## src/rtl/seq_mul_pkg.sv

```systemverilog
// Shared types and helpers for the sequential shift-add multiplier.
package seq_mul_pkg;

    typedef enum logic [1:0] {
        IDLE = 2'd0,
        RUN  = 2'd1,
        DONE = 2'd2
    } mul_state_t;

    localparam int TWOS_NEG_MAX_W = 64;

    // Two's-complement negation of the low 'width' bits of value; bits above
    // 'width' are returned as zero so callers can slice without cleanup.
    function automatic logic [TWOS_NEG_MAX_W-1:0] twos_neg(
        input logic [TWOS_NEG_MAX_W-1:0] value,
        input int                        width
    );
        logic [TWOS_NEG_MAX_W-1:0] mask;
        if (width >= TWOS_NEG_MAX_W) begin
            mask = '1;
        end else begin
            mask = (64'd1 << width) - 64'd1;
        end
        return (~value + 64'd1) & mask;
    endfunction

endpackage

```

## src/rtl/cla_addn.sv

```systemverilog
// N-bit adder built from generate/propagate terms: sum = a + b + cin.
module cla_addn #(
    parameter int N = 16
) (
    input  logic [N-1:0] a,
    input  logic [N-1:0] b,
    input  logic         cin,
    output logic [N-1:0] sum
);

    logic [N-1:0] gen;
    logic [N-1:0] prop;

    assign gen  = a & b;
    assign prop = a ^ b;

    // Carry is resolved bit by bit from generate/propagate; carry-out is not needed.
    always_comb begin
        logic carry;
        carry = cin;
        sum   = '0;
        for (int i = 0; i < N; i++) begin
            sum[i] = prop[i] ^ carry;
            carry  = gen[i] | (prop[i] & carry);
        end
    end

endmodule

```

## src/rtl/seq_multiplier.sv

```systemverilog
// Sequential shift-add multiplier, signed or unsigned, one multiplier bit per cycle.
// Signed operands are multiplied as magnitudes and the product negated at the end.
// Optional macro SEQ_MUL_EARLY_TERM_EN: leave RUN as soon as the remaining
// multiplier bits are all zero (minimum one RUN cycle); results are unchanged.
//
// state | meaning
// IDLE  | waiting for start
// RUN   | one add/shift iteration per cycle, busy=1
// DONE  | result valid, done=1 for this single cycle; start here chains a new op
module seq_multiplier
    import seq_mul_pkg::*;
#(
    parameter int WIDTH = 8,
    parameter int CNT_W = $clog2(WIDTH + 1)
) (
    input  logic                 clk,
    input  logic                 rst,
    input  logic                 start,
    input  logic                 is_signed,
    input  logic [WIDTH-1:0]     A,
    input  logic [WIDTH-1:0]     B,
    output logic                 busy,
    output logic                 done,
    output logic [2*WIDTH-1:0]   result
);

    mul_state_t state;
    mul_state_t state_nxt;

    logic [2*WIDTH-1:0] acc;
    logic [2*WIDTH-1:0] mcand;
    logic [2*WIDTH-1:0] sum;
    logic [2*WIDTH-1:0] acc_nxt;
    logic [2*WIDTH-1:0] acc_final;
    logic [WIDTH-1:0]   mplier;
    logic [WIDTH-1:0]   a_abs;
    logic [WIDTH-1:0]   b_abs;
    logic               neg;
    logic [CNT_W-1:0]   cnt;
    logic               last_iter;
    logic               accept;

    assign accept = start && ((state == IDLE) || (state == DONE));

    // Operand conditioning: magnitudes in signed mode, pass-through otherwise.
    always_comb begin
        logic [63:0] a_neg;
        logic [63:0] b_neg;
        a_neg = twos_neg(64'(A), WIDTH);
        b_neg = twos_neg(64'(B), WIDTH);
        a_abs = (is_signed && A[WIDTH-1]) ? a_neg[WIDTH-1:0] : A;
        b_abs = (is_signed && B[WIDTH-1]) ? b_neg[WIDTH-1:0] : B;
    end

    cla_addn #(
        .N(2*WIDTH)
    ) u_add (
        .a   (acc),
        .b   (mcand),
        .cin (1'b0),
        .sum (sum)
    );

    assign acc_nxt = mplier[0] ? sum : acc;

    // Final product, sign applied; taken from acc_nxt so the last add is included.
    always_comb begin
        logic [63:0] acc_neg;
        acc_neg   = twos_neg(64'(acc_nxt), 2*WIDTH);
        acc_final = neg ? acc_neg[2*WIDTH-1:0] : acc_nxt;
    end

`ifdef SEQ_MUL_EARLY_TERM_EN
    assign last_iter = (cnt == CNT_W'(WIDTH - 1)) || (mplier[WIDTH-1:1] == '0);
`else
    assign last_iter = (cnt == CNT_W'(WIDTH - 1));
`endif

    // State register.
    always_ff @(posedge clk) begin
        if (rst) begin
            state <= IDLE;
        end else begin
            state <= state_nxt;
        end
    end

    // Next-state logic.
    always_comb begin
        state_nxt = state;
        case (state)
            IDLE:    state_nxt = start ? RUN : IDLE;
            RUN:     state_nxt = last_iter ? DONE : RUN;
            DONE:    state_nxt = start ? RUN : IDLE;
            default: state_nxt = IDLE;
        endcase
    end

    // Status outputs decoded from state.
    always_comb begin
        busy = (state == RUN);
        done = (state == DONE);
    end

    // Datapath: capture operands on accept, iterate in RUN, load result on the last iteration.
    always_ff @(posedge clk) begin
        if (rst) begin
            acc    <= '0;
            mcand  <= '0;
            mplier <= '0;
            neg    <= 1'b0;
            cnt    <= '0;
            result <= '0;
        end else if (accept) begin
            acc    <= '0;
            mcand  <= {{WIDTH{1'b0}}, a_abs};
            mplier <= b_abs;
            neg    <= is_signed & (A[WIDTH-1] ^ B[WIDTH-1]);
            cnt    <= '0;
        end else if (state == RUN) begin
            acc    <= acc_nxt;
            mcand  <= mcand << 1;
            mplier <= mplier >> 1;
            cnt    <= cnt + 1'b1;
            if (last_iter) begin
                result <= acc_final;
            end
        end
    end

endmodule

```

## config.mk

```make
export PLATFORM = sky130hd
export DESIGN_NAME = seq_multiplier
export DESIGN_NICKNAME = d
export VERILOG_FILES = /design/src/rtl/seq_mul_pkg.sv /design/src/rtl/cla_addn.sv /design/src/rtl/seq_multiplier.sv
export SDC_FILE = /design/constraint.sdc
export NUM_CORES = 1
export LEC_CHECK = 0
export BUFFER_PORTS_ARGS = -buffer_cell sky130_fd_sc_hd__buf_4
export CORE_AREA = 2 2 122 124
export DETAILED_ROUTE_END_ITERATION = 12
export DIE_AREA = 0 0 124 126
export PLACE_DENSITY = 0.47
export SYNTH_ARGS = -nofsm -noshare
export SYNTH_HDL_FRONTEND = slang
export SYNTH_SLANG_ARGS = --single-unit
```

## constraint.sdc

```tcl
create_clock -name clk -period 9.26 [get_ports clk]
set_clock_uncertainty 0.2 [all_clocks]
set_input_delay 0.463 -clock clk [delete_from_list [all_inputs] [get_ports clk]]
set_output_delay 0.463 -clock clk [all_outputs]
set_load 0.005 [all_outputs]
```

==> results of run 1 <==
per-stage QoR:
step                      instance area (sq um)  hold WS [ns]  std cells  setup WS (ns)
after global placement                     3960         0.261        637           2.41
after CTS                                  4260         0.210        653           2.30
after floorplan                            3520         0.245        437           2.68
final                                      4260         0.231        653           2.31
after detailed placement                   3960         0.264        637           2.35
after global routing                       4260         0.250        653           1.95
cells in the mapped netlist (all sizes together), types with 5 or more instances:
cell type	n
a211oi	8
a21oi	51
a22oi	16
a31oi	5
buf	8
clkbuf	18
dfxtp	63
fa	14
ha	5
inv	32
mux2i	5
nand2	60
nand3	5
nor2	43
nor3	6
o21ai	18
xnor2	13
xor2	15
flip-flops by register name (all words and copies together) (netlist names):
signal  cells
acc        16
cnt         4
mcand      16
mplier      8
neg         1
result     16
state       2
where the power goes:
part           switching, mW  internal, mW
sequential           0.00712         0.279
clock                  0.117         0.214
combinational         0.0593        0.0394
total                  0.183         0.533
placed cells by master, fill, tap and decap left out, types with 3 or more instances in the layout:
master,netlist,final
a211oi_1,8,8
a21boi_0,3,3
a21oi_1,51,51
a22oi_1,16,16
a31oi_1,5,5
buf_4,0,42
clkbuf_16,0,9
clkinv_2,0,3
dfxtp_1,63,63
fa_1,14,14
ha_1,5,5
inv_1,32,32
mux2_2,3,3
mux2i_1,5,5
nand2_1,60,60
nand2b_1,3,3
nand3_1,5,5
nand3b_1,3,3
nand4_1,4,4
nor2_1,43,43
nor2b_1,4,4
nor3_1,6,6
o21ai_0,18,18
o31ai_1,3,3
or2_2,4,4
xnor2_1,13,13
xor2_1,15,15
worst register-to-register path: stages, from the launching register on:
cell and delay (ns):
dfxtp_1 0.37, ha_1 0.16, inv_1 0.05, fa_1 0.38, fa_1 0.39, fa_1 0.38
fa_1 0.39, fa_1 0.39, fa_1 0.40, fa_1 0.39, fa_1 0.40, fa_1 0.39
fa_1 0.39, fa_1 0.37, inv_1 0.09, fa_1 0.20, fa_1 0.19, fa_1 0.43
mux2i_1 0.27, nand2_1 0.12, o2111a_1 0.27, a211o_1 0.23
routing by layer:
| metal | wire (um) | track usage | share of wire | vias up |
|---|---|---|---|---|
| met2 | 3680 | 0.173 | 0.45 | 39 |
| met3 | 249 | 0.0285 | 0.031 | 2 |
| li1 | - | - | - | 1547 |
| met1 | 4170 | 0.157 | 0.51 | 1363 |
| met4 | 53 | 0.0397 | 0.0065 | 0 |
| met5 | 0 | 0 | 0 | - |
worst max-delay path by stage:
| stage | from | endpoint | slack [ns] | cells after the start |
|---|---|---|---|---|
| floorplan | acc[0] | result[15] | 2.68 | 21 |
| global placement | acc[0] | result[15] | 2.41 | 21 |
| detailed placement | acc[0] | result[15] | 2.35 | 21 |
| CTS | acc[0] | result[15] | 2.30 | 21 |
| global route | acc[0] | result[14] | 1.95 | 20 |
| finish | acc[0] | result[15] | 2.31 | 21 |
layout make-up:
type                       instances  area (sq um)
clock buffer                      12           246
clock inverter                     4          45.0
fill                            1527         10100
inverter                          33           124
multi-input combinational        315          2030
sequential                        63          1260
tap                              184           230
timing repair buffer              42           315
logic make-up after synthesis:
kind of cell,count (synthesis),synth area share
simple gates,144,0.186
compound gates,116,0.201
flops,63,0.358
buf+inv,59,0.0643
xor+xnor,28,0.0697
fa+ha+maj,19,0.0974
mux,8,0.0238
==> run metrics, run 1 <==
# setup viols final 0; TritonCTS Buffers 9; Setup Fix Bufs, Post-CTS 0; Yosys top cell by area dfxtp_1; fraction of layout cells with a size suffix above 1 0.141; setup_tns 0 ns; worst skew pair latency 0.32 ns; Post-DRT Antenna Nets 0; Area Growth Syn to Fin 20.9%; EDFF count, synth 0; r2r startpoint acc[0]; Seq cells post-synth 63; CTS sink count 63; CP Class register to register; number of global-route vias before repair 2929; residual DRC count 0; Max-slew headroom 0.327; Pwr Density around 170 nW/um^2; family with the most delay on the worst path adder cells; Via density between 4 and 5; First-pass DRT Iterations 4; CP max stage cell fa_1; Lkg Pwr about 1.5 nW; FFs w/ async S/R, synth 0; Final nets 503; crit path cell chain ha_1 -> inv_1 -> fa_1 -> fa_1 -> fa_1 -> fa_1 -> fa_1 -> fa_1 -> fa_1 -> fa_1 -> fa_1 -> fa_1 -> fa_1 -> inv_1 -> fa_1 -> fa_1 -> fa_1 -> mux2i_1 -> nand2_1 -> o2111a_1 -> a211o_1; Starting Density 0.246; commonest register cell after synthesis dfxtp_1; Max Transition Viols Final 0; Global Route Usage Sum 0.114; Final Hold Fails 0; CTS tree done; crit-path max cell delay 0.43 ns; post-cts sizing count 0; hold endpoint mcand[0]; slew at the pin closest to its max-slew limit about 1 ns; Final Wtd Congestion 0.772; fin crit period slightly below 7 ns; Mean Syn Cell Area ~8.1 sq um; Die Ht around 130 um; Reg clk slew, reported paths approximately 0.050 ns; via count roughly 3000; initial antenna violation count 0; CP endpoint kind register; total wire length 8150 um; # hold bufs at CTS 0; syn_nets about 480; MaxCap Viol Count 0; # rows 44; fin util 0.297; most area-consuming cells after synthesis dfxtp_1 36%, fa_1 8.0%, a21oi_1 7.2%; die area approximately 16000 sq um; post-DP HPWL 5830 um; GRT overflow 0; PortBufs 37; CP max FO 4; crit path DAT roughly 7.0 ns; first-pass GRT wire length around 14000 um; # IOs 38; Tcrit/Tclk final 0.750; outcome finished clean; type of origin of the critical path register; Power Total roughly 0.72 mW; antenna cells 0; WP data required 9.27 ns; VDD IR max approximately 0.000073 V; Post-Syn Area between 3000 and 4000 sq um; cells on worst reg2reg path 21; worst hold stages 3; flop-to-flop setup slack 2.31 ns; CP Buf/Inv Count 2; yosys warns 0; WL per Instance between 10 and 15 um; Hold Path Origin A[0]; area fraction of the dominant cell type after synthesis 0.358; Fmax between 0.1 and 0.15 GHz; worst flop-to-flop path endpoint result[15]; Max clock buf depth 2; H-tree depth 3; library cells used by synthesis 46; sequential area share after synthesis 0.358; die width 124 um; most used cell, CP fa_1; RSZ-0062 raised after global routing false; worst min-delay path class input pin to register; CORE AREA roughly 14000 sq um; CTS root buf clkbuf_16; largest net degree at the start of global routing 43; post-synthesis cell count 437; Initial DRC Count 162
Power figures use the tool's default switching activity.
==> run 2, diff against run 1 <==
--- a/config.mk
+++ b/config.mk
@@ -5,11 +5,12 @@
 export SDC_FILE = /design/constraint.sdc
 export NUM_CORES = 1
 export LEC_CHECK = 0
+export ABC_AREA = 1
 export BUFFER_PORTS_ARGS = -buffer_cell sky130_fd_sc_hd__buf_4
-export CORE_AREA = 2 2 122 124
+export CORE_AREA = 2 2 126 128
 export DETAILED_ROUTE_END_ITERATION = 12
-export DIE_AREA = 0 0 124 126
-export PLACE_DENSITY = 0.47
+export DIE_AREA = 0 0 128 130
+export PLACE_DENSITY = 0.48
 export SYNTH_ARGS = -nofsm -noshare
 export SYNTH_HDL_FRONTEND = slang
 export SYNTH_SLANG_ARGS = --single-unit
==> constraint.sdc (replaced) <==
create_clock -name clk -period 5.8 [get_ports clk]
set_clock_uncertainty 0.2 [all_clocks]
set_input_delay 0.29 -clock clk [delete_from_list [all_inputs] [get_ports clk]]
set_output_delay 0.29 -clock clk [all_outputs]
set_load 0.005 [all_outputs]
==> run 2 against run 1 <==
Net effect:
- non-clock buffer count is 8 higher
- critical path depth is 6 higher
- the run now ends with setup timing left
- sequential share of layout area is 2.5 points lower
- worst setup slack worse by 2.7 ns
- final area is 9.3% higher
- synthesized cell count is 25% higher
- first-iteration DRC count is 56% higher
- count of clock-buffer cells in the layout is 1 higher
- combinational power is 110% higher
==> run metrics, run 2 <==
First-pass DRT Iterations 4 (unchanged); # hold bufs at CTS 0 (unchanged); Seq pwr share 0.369 (-0.031); Via density 4.35 (-3.8%); most used cell, CP fa_2; Clock power frac 0.465 (+0.003); # IOs 38 (unchanged); WL per Instance 11.8 um (-5.6%); Max Transition Viols Final 0 (unchanged); CP max FO 2 (-2); fraction of layout cells with a size suffix above 1 0.198 (+0.0576); CTS sink count 63 (unchanged); number of global-route vias before repair 3133 (+7.0%); Reg clk slew, reported paths 0.06 ns (about the same); FFs w/ async S/R, synth 0 (unchanged); sequential cell area 1260 sq um (+0.20%); P_sw 0.348 mW (+90%); Int Power 0.927 mW (+74%); Post-DRT Antenna Nets 0 (unchanged); # rows 46 (+4.5%); outcome finished, violations left; worst hold stages 3 (unchanged); die area 16600 sq um (+6.5%); Max clock buf depth 2 (unchanged); Initial DRC Count 252 (+56%); Final Wtd Congestion 0.786 (+1.8%); post-DP HPWL 6660 um (+14%); most frequent cell after synthesis nand2_1; sequential area share after synthesis 0.338 (-0.0201); cells on worst reg2reg path 27 (+29%); post-synthesis cell count 548 (+25%); antenna cells 0 (unchanged); initial antenna violation count 0 (unchanged); Area Growth Syn to Fin 24.7%; hold endpoint mplier[0]; area occupied by multi-input gates 2100 sq um (+3.2%); Final Hold Fails 0 (unchanged); most frequent cells in the layout 126 x nand2_1, 81 x inv_1, 61 x dfxtp_1; PortBufs 37 (unchanged); top flop regs acc (16), mcand (16), result (16); Post-Syn Area 3730 sq um (+5.9%); WP data required 5.82 ns (-3.45 ns); worst flop-to-flop path endpoint result[15]; syn_nets 587 (+23%); Power Total 1.28 mW (+78%); Sw Ratio 0.273 (+0.0168); fill cell count 1652 (+8.2%); residual DRC count 0 (unchanged); yosys warns 0 (unchanged); Final nets 624 (+24%); crit path from acc[0]; Yosys top cell by area dfxtp_1; worst skew pair latency 0.33 ns (about the same); # setup viols final 5 (+5); MaxCap Viol Count 0 (unchanged); Starting Density 0.242 (-0.00417); first-pass GRT wire length 15000 um (+6.2%); CORE AREA 15400 sq um (+7.8%); post-route setup slack -0.402 ns (-2.72 ns); area fraction of the dominant cell type after synthesis 0.338 (-0.0201); H-tree depth 3 (unchanged); VDD IR max 0.000128 V (+76%); Fmax 0.161 GHz (+12%); dpl ws -0.428 ns (-2.78 ns); largest net degree at the start of global routing 53 (+23%); Post-synth top cells 129 x nand2_1, 85 x inv_1, 63 x dfxtp_1, 49 x a21oi_1, 48 x o21ai_0; CP Class register to register; TritonCTS Buffers 9 (unchanged); commonest non-fill, non-tap cell in the layout nand2_1; total wire length 9220 um (+13%); Lkg Pwr 2.01 nW (+32%); CTS tree done; Seq cells post-synth 63 (unchanged); worst min-delay path class input pin to register; Pwr Density 274 nW/um^2 (+63%); Die Ht 130 um (+3.2%); GRT overflow 0 (unchanged); Max-slew headroom 0.208 (-0.118); die width 128 um (+3.2%); CP endpoint kind register; slew at the pin closest to its max-slew limit 1.19 ns (+0.179 ns); fin crit period 6.20 ns (-0.745 ns); EDFF count, synth 0 (unchanged); combinational cell fraction of total power 0.166 (+0.028); violated checks setup timing; most area-consuming cells after synthesis dfxtp_1 34%, nand2_1 13%, inv_1 8.6%; Hold Path Origin B[0]; Mean Syn Cell Area 6.81 sq um (-16%); CP max stage cell fa_1; crit path DAT 6.22 ns (-0.73 ns); r2r startpoint acc[0]; flop-to-flop setup slack -0.40 ns (-2.72 ns); Tcrit/Tclk final 1.07 (+0.319); Global Route Usage Sum 0.113 (-0.000666); type of origin of the critical path register; commonest register cell after synthesis dfxtp_1; library cells used by synthesis 33 (-28%); crit-path max cell delay 0.41 ns (-0.02 ns); via count 3400 (+15%); CTS root buf clkbuf_16; RSZ-0062 raised after global routing true
[run 2: area by class of cell]
cell class,count,area share
Sequential cell,63,0.272
Tap cell,192,0.0517
Multi-Input combinational cell,374,0.451
Timing Repair Buffer,50,0.0847
Inverter,87,0.0708
Clock inverter,3,0.0140
Clock buffer,13,0.0560
[run 2: power by group through the flow]
stage,Sequential (mW),Clock (mW),Combinational (mW)
floorplan,0.471,0,0.156
global placement,0.479,0,0.201
detailed placement,0.479,0,0.204
CTS,0.470,0.613,0.207
global route,0.474,0.627,0.243
finish,0.471,0.593,0.211
[run 2: metrics by stage]
| stage | hold WS, ns | area, sq um | utilization | setup TNS (ns) | cells |
|---|---|---|---|---|---|
| 6_report | 0.0245 | 4650 | 0.302 | -0.911 | 782 |
| 5_1_grt | 0.0573 | 4650 | 0.302 | -1.99 | 782 |
| 4_1_cts | 0.0134 | 4580 | 0.297 | -0.900 | 782 |
| 3_5_place_dp | 0.262 | 4230 | 0.274 | -0.967 | 763 |
| 3_3_place_gp | 0.257 | 4230 | 0.274 | -0.779 | 763 |
| 2_1_floorplan | 0.232 | 3760 | - | -0.161 | 548 |
[run 2: cell families (layout without fill, tap and decap cells)]
kind of cell,Yosys count,after routing,synth area share
compound gates,126,126,0.186
xor+xnor,6,6,0.0141
fa+ha+maj,19,19,0.0919
buf+inv,111,153,0.121
flops,63,63,0.338
simple gates,223,223,0.249
[run 2: what timing repair did]
item | in CTS | in global routing
pin swaps | 4 | 9
endpoints found under the setup margin | 5 | 7
hold endpoints to repair | 0 | 0
cloned | 0 | 0
gates resized for setup | 5 | 18
buffers inserted | 3 | 0
[run 2: critical path, delay by kind of cell, from the launching register on]
kind,cells,cell delay [ns]
AOI/OAI and AO/OA,1,0.06
DFF,1,0.35
buffers and inverters,2,0.09
adders and majority gates,15,4.71
and+or+nand+nor,9,0.69
[run 2: worst max path at each step]
stage / end / slack, ns / cells after the start
after floorplan: result[15] / -0.16 / 27
after global placement: result[15] / -0.40 / 27
after detailed placement: result[15] / -0.43 / 27
after CTS: result[15] / -0.38 / 27
after global routing: result[15] / -0.64 / 27
final: result[15] / -0.40 / 27
[run 2: routing by layer]
metal | track usage | share of wire
met5 | 0 | 0
met4 | 0.0524 | 0.018
met3 | 0.0185 | 0.036
met2 | 0.163 | 0.40
met1 | 0.165 | 0.54
==> run 3, diff against run 2 <==
--- a/config.mk
+++ b/config.mk
@@ -10,6 +10,7 @@
 export CORE_AREA = 2 2 126 128
 export DETAILED_ROUTE_END_ITERATION = 12
 export DIE_AREA = 0 0 128 130
+export MAX_ROUTING_LAYER = met4
 export PLACE_DENSITY = 0.48
 export SYNTH_ARGS = -nofsm -noshare
 export SYNTH_HDL_FRONTEND = slang
==> run 3 against run 2 <==
Net effect:
- the run still ends with setup timing left
- clock power about the same
- critical path depth is the same
- final cell count unchanged
- sequential power hardly changed
- count of clock-buffer cells in the layout unchanged
- combinational power about the same
- maximum frequency about the same
- sequential cell count is the same
- worst hold slack hardly changed
- sequential share of layout area stayed put
- critical endpoint unchanged
==> run metrics, run 3 (same netlist as run 2, synthesis figures left out) <==
worst min-delay path class input pin to register; WL per Instance 11.8 um (+0.25%); CP max FO 2 (unchanged); CORE AREA 15400 sq um (unchanged); H-tree depth 3 (unchanged); Via density 4.36 (+0.24%); combinational cell fraction of total power 0.165 (about the same); VDD IR max 0.000127 V (-0.86%); Sw Ratio 0.274 (+0.00104); CTS root buf clkbuf_16; Post-DRT Antenna Nets 0 (unchanged); Placement Cell Area 4230 sq um (unchanged); antenna cells 0 (unchanged); r2r startpoint mcand[0]; crit path DAT 6.22 ns (about the same); die area 16600 sq um (unchanged); Final nets 624 (unchanged); fin util 0.302 (unchanged); cells on worst reg2reg path 27 (unchanged); CTS tree done; Power Total 1.28 mW (+0.15%); slew at the pin closest to its max-slew limit 1.19 ns (+0.000552 ns); Max Transition Viols Final 0 (unchanged); Seq pwr share 0.369 (about the same); WP data required 5.82 ns (about the same); residual DRC count 0 (unchanged); P_sw 0.350 mW (+0.53%); Die Ht 130 um (unchanged); GRT overflow 0 (unchanged); violated checks setup timing; RSZ-0062 raised after global routing true; fraction of layout cells with a size suffix above 1 0.198 (unchanged); largest net degree at the start of global routing 53 (unchanged); Global Route Usage Sum 0.117 (+0.00355); Final Hold Fails 0 (unchanged); Fmax 0.161 GHz (about the same); commonest non-fill, non-tap cell in the layout nand2_1; Max clock buf depth 2 (unchanged); initial antenna violation count 0 (unchanged); Inst Count DP 763 (unchanged); Worst setup endpoint result[15]; Area Growth Syn to Fin 24.7% (unchanged); Reg clk slew, reported paths 0.06 ns (about the same); # IOs 38 (unchanged); Tcrit/Tclk final 1.07 (about the same); Finished Cell Area 4650 sq um (unchanged); Final Wtd Congestion 0.797 (+1.4%); worst skew pair latency 0.33 ns (about the same); top flop regs acc (16), mcand (16), result (16); Max-slew headroom 0.208 (-0.000369); fin crit period 6.21 ns (+0.00362 ns); CP Class register to register; via count 3408 (+0.24%); die width 128 um (unchanged); worst flop-to-flop path endpoint result[15]; number of global-route vias before repair 3135 (+0.064%); Int Power 0.927 mW (about the same); Post-Layout Cell Count 782 (unchanged); MaxCap Viol Count 0 (unchanged); outcome finished, violations left; CP endpoint kind register; Initial DRC Count 262 (+4.0%); type of origin of the critical path register; First-pass DRT Iterations 4 (unchanged); total wire length 9240 um (+0.25%); Pwr Density 275 nW/um^2 (+0.15%); Clock power frac 0.466 (about the same); PortBufs 37 (unchanged); # hold bufs at CTS 0 (unchanged); flop-to-flop setup slack -0.41 ns (about the same); Lkg Pwr 2.01 nW (unchanged); # setup viols final 5 (unchanged); Starting Density 0.242 (unchanged); post-route setup slack -0.406 ns (-0.00362 ns); crit path from mcand[0]; CTS sink count 63 (unchanged); most frequent cells in the layout 126 x nand2_1, 81 x inv_1, 61 x dfxtp_1; # rows 46 (unchanged); post-DP HPWL 6660 um (unchanged); TritonCTS Buffers 9 (unchanged); first-pass GRT wire length 15100 um (+0.13%)
-- run 3: cell type report --
type	instances	area [sq um]
clock buffers	13	260
well taps	192	240
clock inverters	3	65.1
fillers	1652	10800
flip-flops and latches	63	1260
repair buffers	50	394
inverters	87	329
multi-input cells	374	2100
-- run 3: per-stage QoR --
step                      setup TNS [ns]  worst slack, ns  hold WS, ns
after global placement            -0.779           -0.400        0.257
after global routing               -1.98           -0.642       0.0567
after floorplan                   -0.161           -0.161        0.232
after CTS                         -0.900           -0.378       0.0134
after detailed placement          -0.967           -0.428        0.262
final                             -0.927           -0.406       0.0242
-- run 3: worst min path at each step --
stage,startpoint,endpoint,slack (ns),depth (start not counted)
after floorplan,A[0],mcand[0],0.23,2
after global placement,mplier[7],mplier[7],0.26,2
after detailed placement,mplier[7],mplier[7],0.26,2
after CTS,B[0],mplier[0],0.01,3
after global routing,B[0],mplier[0],0.06,3
final,B[0],mplier[0],0.02,3
-- run 3: layer usage --
metal / share of wire / global-route usage / vias up
met1: 0.55 / 0.166 / 1513
met4: 0.0090 / 0.0465 / 0
met3: 0.034 / 0.0213 / 6
li1: - / - / 1818
met5: 0 / - / -
met2: 0.41 / 0.163 / 71
-- run 3: worst max-delay path, stage by stage, from the launching register on --
cell     delay (ns)
dfxtp_2        0.35
ha_4           0.13
inv_2          0.03
fa_2           0.33
fa_2           0.35
fa_2           0.35
fa_2           0.34
fa_2           0.35
fa_2           0.34
fa_2           0.35
fa_2           0.35
fa_2           0.35
fa_2           0.35
fa_2           0.34
inv_2          0.06
fa_2           0.18
fa_2           0.19
fa_1           0.41
nand2_1        0.09
nand2_2        0.08
nor2_1         0.10
nand2_1        0.06
nor2_1         0.10
nand2_1        0.07
nand2_1        0.07
nand2_1        0.06
nand2_1        0.06
a21oi_1        0.06
-- run 3: power by group through the flow --
stage / Combinational [mW] / Clock [mW] / Sequential (mW)
2_1_floorplan: 0.156 / 0 / 0.471
3_3_place_gp: 0.201 / 0 / 0.479
3_5_place_dp: 0.204 / 0 / 0.479
4_1_cts: 0.207 / 0.613 / 0.470
5_1_grt: 0.243 / 0.628 / 0.474
6_report: 0.211 / 0.595 / 0.471
-- run 3: what timing repair did --
item / 4_1_cts / 5_1_grt
buffers inserted: 3 / 0
gates resized for setup: 5 / 18
setup endpoints to repair: 5 / 7
pin swaps: 4 / 9
